<file path="src/rtl/pri_queue_param.sv">
// Sorted priority queue built as a systolic array of DEPTH slots, best key at slot 0.
// Each slot picks its next value from itself, its neighbours or the incoming key.
module pri_queue_param #(
  parameter int W         = 8,
  parameter int DEPTH     = 6,
  parameter bit MAX_FIRST = 1'b1
) (
  input  logic                         ck,
  input  logic                         r_n,
  input  logic                         clear,
  input  logic                         loadIn,
  input  logic                         shiftOut,
  input  logic [W-1:0]                 newVal,
  output logic [W-1:0]                 top,
  output logic                         top_valid,
  output logic [$clog2(DEPTH+1)-1:0]   count,
  output logic                         full,
  output logic                         empty,
  output logic                         drop,
  output logic                         underflow
);

  localparam int CW = $clog2(DEPTH+1);
  localparam logic [CW-1:0] DEPTH_C = CW'(DEPTH);

  logic [W-1:0]     val_q [DEPTH];
  logic [W-1:0]     val_d [DEPTH];
  logic [DEPTH-1:0] vld_q, vld_d;
  logic [CW-1:0]    count_q, count_d;
  logic             drop_q, drop_d;
  logic             underflow_q, underflow_d;

  logic [DEPTH:0]   beats;
  logic [W-1:0]     abv_val [DEPTH];
  logic [W-1:0]     blw_val [DEPTH];
  logic [DEPTH-1:0] abv_vld, abv_beats, blw_vld;
  logic             full_w, empty_w;

  function automatic logic better(input logic [W-1:0] a, input logic [W-1:0] b);
    return MAX_FIRST ? (a > b) : (a < b);
  endfunction

  // beats is a thermometer (0s then 1s) because slots stay sorted and valid-above-invalid
  for (genvar i = 0; i < DEPTH; i++) begin : g_nbr
    assign beats[i] = !vld_q[i] || better(newVal, val_q[i]);
    if (i == 0) begin : g_first
      assign abv_val[i]   = '0;
      assign abv_vld[i]   = 1'b0;
      assign abv_beats[i] = 1'b0;
    end else begin : g_mid
      assign abv_val[i]   = val_q[i-1];
      assign abv_vld[i]   = vld_q[i-1];
      assign abv_beats[i] = beats[i-1];
    end
    if (i == DEPTH-1) begin : g_last
      assign blw_val[i] = '0;
      assign blw_vld[i] = 1'b0;
    end else begin : g_below
      assign blw_val[i] = val_q[i+1];
      assign blw_vld[i] = vld_q[i+1];
    end
  end
  assign beats[DEPTH] = 1'b1;

  assign full_w  = (count_q == DEPTH_C);
  assign empty_w = (count_q == '0);

  always_comb begin
    val_d       = val_q;
    vld_d       = vld_q;
    count_d     = count_q;
    drop_d      = 1'b0;
    underflow_d = 1'b0;
    if (clear) begin
      for (int i = 0; i < DEPTH; i++) val_d[i] = '0;
      vld_d   = '0;
      count_d = '0;
    end else if (loadIn && shiftOut && !empty_w) begin
      // Replace: view the array shifted up by one, then insert; slots already beaten stay put
      for (int i = 0; i < DEPTH; i++) begin
        if (i != 0 && beats[i]) begin
          val_d[i] = val_q[i];
          vld_d[i] = vld_q[i];
        end else if (beats[i+1]) begin
          val_d[i] = newVal;
          vld_d[i] = 1'b1;
        end else begin
          val_d[i] = blw_val[i];
          vld_d[i] = blw_vld[i];
        end
      end
    end else if (loadIn) begin
      // A full queue whose bottom is not beaten has an all-zero beats vector, so nothing moves
      for (int i = 0; i < DEPTH; i++) begin
        if (abv_beats[i]) begin
          val_d[i] = abv_val[i];
          vld_d[i] = abv_vld[i];
        end else if (beats[i]) begin
          val_d[i] = newVal;
          vld_d[i] = 1'b1;
        end
      end
      underflow_d = shiftOut;
      if (full_w) drop_d = 1'b1;
      else        count_d = count_q + CW'(1);
    end else if (shiftOut) begin
      if (empty_w) begin
        underflow_d = 1'b1;
      end else begin
        for (int i = 0; i < DEPTH; i++) begin
          val_d[i] = blw_val[i];
          vld_d[i] = blw_vld[i];
        end
        count_d = count_q - CW'(1);
      end
    end
  end

  always_ff @(posedge ck) begin
    if (!r_n) begin
      for (int i = 0; i < DEPTH; i++) val_q[i] <= '0;
      vld_q       <= '0;
      count_q     <= '0;
      drop_q      <= 1'b0;
      underflow_q <= 1'b0;
    end else begin
      for (int i = 0; i < DEPTH; i++) val_q[i] <= val_d[i];
      vld_q       <= vld_d;
      count_q     <= count_d;
      drop_q      <= drop_d;
      underflow_q <= underflow_d;
    end
  end

  assign top       = val_q[0];
  assign top_valid = vld_q[0];
  assign count     = count_q;
  assign full      = full_w;
  assign empty     = empty_w;
  assign drop      = drop_q;
  assign underflow = underflow_q;

endmodule

</file>
<file path="config.mk">
export PLATFORM = sky130hd
export DESIGN_NAME = pri_queue_param
export DESIGN_NICKNAME = d
export VERILOG_FILES = /design/src/rtl/pri_queue_param.sv
export SDC_FILE = /design/constraint.sdc
export NUM_CORES = 1
export LEC_CHECK = 0
export CORE_MARGIN = 4
export CORE_UTILIZATION = 45
export CTS_BUF_LIST = sky130_fd_sc_hd__clkbuf_8
export DETAILED_ROUTE_END_ITERATION = 12
export PLACE_DENSITY = 0.72
export SLEW_MARGIN = 10
export SYNTH_ARGS = -nofsm -noshare
export SYNTH_HDL_FRONTEND = slang
export SYNTH_SLANG_ARGS = --single-unit
</file>
<file path="constraint.sdc">
create_clock -name ck -period 3.7 [get_ports ck]
set_input_delay 0.555 -clock ck [delete_from_list [all_inputs] [get_ports ck]]
set_output_delay 0.555 -clock ck [all_outputs]
set_load 0.02 [all_outputs]
</file>
==> metrics.csv <==
stage,metric,value,unit
status,status,finished clean,
critical_path,critPathCaptureType,flop,
logic_synthesis,syn_avg_cell_area,7.81,µm²
placed_design,dp.cells,770,
finish,final_cell_mix,"nand2_1, dfxtp_1, inv_1",
placed_design,portBuffers,28,
detailed_routing,ant_nets,0,
critical_path,cp.required,3970,ps
power,peakVddDrop,0.238,mV
power,power_density,318,nW/µm²
timing,slew_headroom,0.261,
timing,drv_slew,0,
logic_synthesis,seq_area_frac_synth,0.243,
grt,antenna_found_initial,0,
timing,timing.fmax,309,MHz
detailed_routing,drcViolationCount,0,
timing,setup_viol,0,
critical_path,crit_top_cell,a21oi_1,
floorplanning,fp-row-count,37,
worst_hold_path,hold_depth,2,
logic_synthesis,ys_async_sr_fraction,0,
detailed_routing,dr.pass1.iters,5,
critical_path,cp_top_family,compound AO/OA/AOI/OAI gates,
finish,diodes,0,
clocking,path_clk_slew,70,ps
logic_synthesis,synth_area,4850,µm²
floorplanning,fp.dieH,112,µm
timing,finalClockSkew,15.2,ps
worst_hold_path,min-delay-start,vld_q[4],
detailed_routing,vias_per_cell,6.45,
critical_path,cp_max_fo,12,
detailed_routing,dr.max_layer_used,met4,
timing,tightest_slew,1100,ps
clocking,cts_buffer_depth,2,
grt,grt_pass1_vias,5207,
clocking,cts_buffers,9,
floorplanning,fp.dieW,112,µm
timing,hold_violations,0,
logic_synthesis,synth_top_flop_cell,dfxtp_1,
floorplanning,start_util,0.466,
power,power_leakage,2.14,nW
worst_hold_path,holdPathEnd,vld_q[4],
finish,synthToLayoutAreaGrowth,14.5,%
critical_path,worstPathCellList,"clkdlybuf4s50_1, buf_4, ha_1, nor2b_1, o211ai_1, a21oi_1, o21ai_1, o21ai_0, a222oi_1, a21oi_1",
clocking,cts_setup_buffers,0,
critical_path,reg2reg_from,blw_val[13],
placed_design,dp_hpwl,10900,µm
grt,overflow,0,
clocking,ctsHoldBuffers,0,
clocking,cts_root_buf,clkbuf_8,
critical_path,setup.worst_path.class,input pin to flop,
grt,grtUsageTotal,0.245,
detailed_routing,met2_length,7130,µm
logic_synthesis,ys_seq_elements,59,
clocking,clock_latency,350,ps
grt,grt_max_degree,60,
logic_synthesis,synth_edf_count,0,
timing,rsz0062_at_grt,false,
clocking,cts-resized-gates,0,
critical_path,r2r_end,blw_val[13],
clocking,cts_sinks,59,
timing,min_period,3230,ps
floorplanning,dieArea,12500,µm²
detailed_routing,wl_met1,6500,µm
critical_path,slowest_delay,720,ps
detailed_routing,totalWireLength,15300,µm
finish,layout_commonest_cell,nand2_1,
clocking,cts_tree,built,
detailed_routing,wl_met3,1140,µm
floorplanning,core_area,10400,µm²
critical_path,cp.arrival,3500,ps
finish,fin_nets,707,
finish,fin_cells,786,
logic_synthesis,synth.distinct_cells,59,
critical_path,worstSetupStartpointType,input pin,
detailed_routing,routedWlPerCell,19.5,µm
worst_hold_path,hold_path_class,flop to flop,
logic_synthesis,synthCells,621,
critical_path,r2r_cells,9,
critical_path,cpMaxStageDelayCell,clkdlybuf4s50_1,
timing,whs,549,ps
job,cap_violations,0,
critical_path,path_buf_inv,2,
detailed_routing,drt_iter0_drc,429,
timing,fin_crit_sh,0.873,
detailed_routing,route.vias.total,5067,
clocking,cts_max_level,3,
timing,tns,0,ps
placed_design,gp_congestion,0.881,
finish,final_layout_size_suffix_gt1_frac,0.122,
logic_synthesis,syn_nets,683,
grt,grt_pass1_wl,25200,µm
critical_path,reg2reg_slack,1140,ps
logic_synthesis,yosys_warnings,0,
floorplanning,io_pins,29,
-- worst max path at each step --
stage,from,endpoint,depth (start not counted)
floorplan,newVal[5],abv_val[2],8
global placement,newVal[1],abv_val[21],10
detailed placement,newVal[1],abv_val[22],10
CTS,newVal[1],abv_val[16],10
global route,newVal[1],abv_val[21],10
finish,newVal[1],abv_val[16],10
-- worst register-to-register path, cell delays in order, from the launching register on --
cell and delay [ps]:
dfxtp_1 370, inv_1 60, ha_1 300, a211oi_2 250, o21bai_1 140, a2111oi_4 400
or2_1 400, a21oi_1 150, a2bb2oi_1 170, a211oi_1 230
-- layer usage --
| metal | vias up | global-route usage |
|---|---|---|
| met5 | - | 0 |
| met4 | 0 | 0.118 |
| met3 | 48 | 0.0342 |
| met2 | 243 | 0.410 |
| met1 | 2417 | 0.309 |
| li1 | 2359 | - |
-- cell type report --
| class | instances | area (µm²) |
|---|---|---|
| multi-input combinational | 471 | 3300 |
| sequential | 59 | 1180 |
| timing repair buffer | 55 | 483 |
| inverter | 49 | 184 |
| clock buffer | 10 | 138 |
| clock inverter | 6 | 104 |
| tap | 136 | 170 |
| fill | 976 | 4860 |
-- synth_stat cells, types with 13 or more instances --
| master | instances | area [µm²] |
|---|---|---|
| ha_1 | 48 | 601 |
| o211ai_1 | 46 | 345 |
| dfxtp_1 | 59 | 1180 |
| clkbuf_1 | 25 | 93.8 |
| inv_1 | 48 | 180 |
| a211oi_1 | 15 | 113 |
| a31o_2 | 13 | 114 |
| nor2_1 | 37 | 139 |
| nor2b_1 | 13 | 81.3 |
| a21oi_1 | 45 | 225 |
| o21ai_0 | 37 | 185 |
| nand2_1 | 79 | 297 |
-- power by group --
group,internal (mW),switching [mW],total (mW)
logic,0.135,0.210,0.345
clock network,0.462,0.287,0.748
registers,0.653,0.0231,0.676
total,1.25,0.520,1.77
-- state kept, by name, indices dropped and copies added, names as in the netlist --
name / flops
abv_val: 32
blw_val: 8
count: 3
drop: 1
top: 8
underflow: 1
vld_q: 6
-- through the flow --
| step | area (µm²) | utilization | setup WS (ps) | power (mW) |
|---|---|---|---|---|
| floorplan | 4850 | - | 1150 | 0.903 |
| global placement | 5320 | 0.510 | 264 | 1.01 |
| detailed placement | 5320 | 0.510 | 185 | 1.03 |
| CTS | 5560 | 0.533 | 564 | 1.76 |
| global route | 5560 | 0.533 | 175 | 1.84 |
| finish | 5560 | 0.533 | 468 | 1.77 |
-- cell families after synthesis --
kind of cell	count (synthesis)	synth area share
XOR/XNOR	1	0.00181
buffers and inverters	91	0.0787
adder cells (fa/ha/maj)	49	0.128
multiplexers	25	0.0557
AO/OA/AOI/OAI	236	0.346
AND/OR/NAND/NOR	160	0.147
flip-flops	59	0.243
No activity file was read; power rests on OpenSTA's default activity.
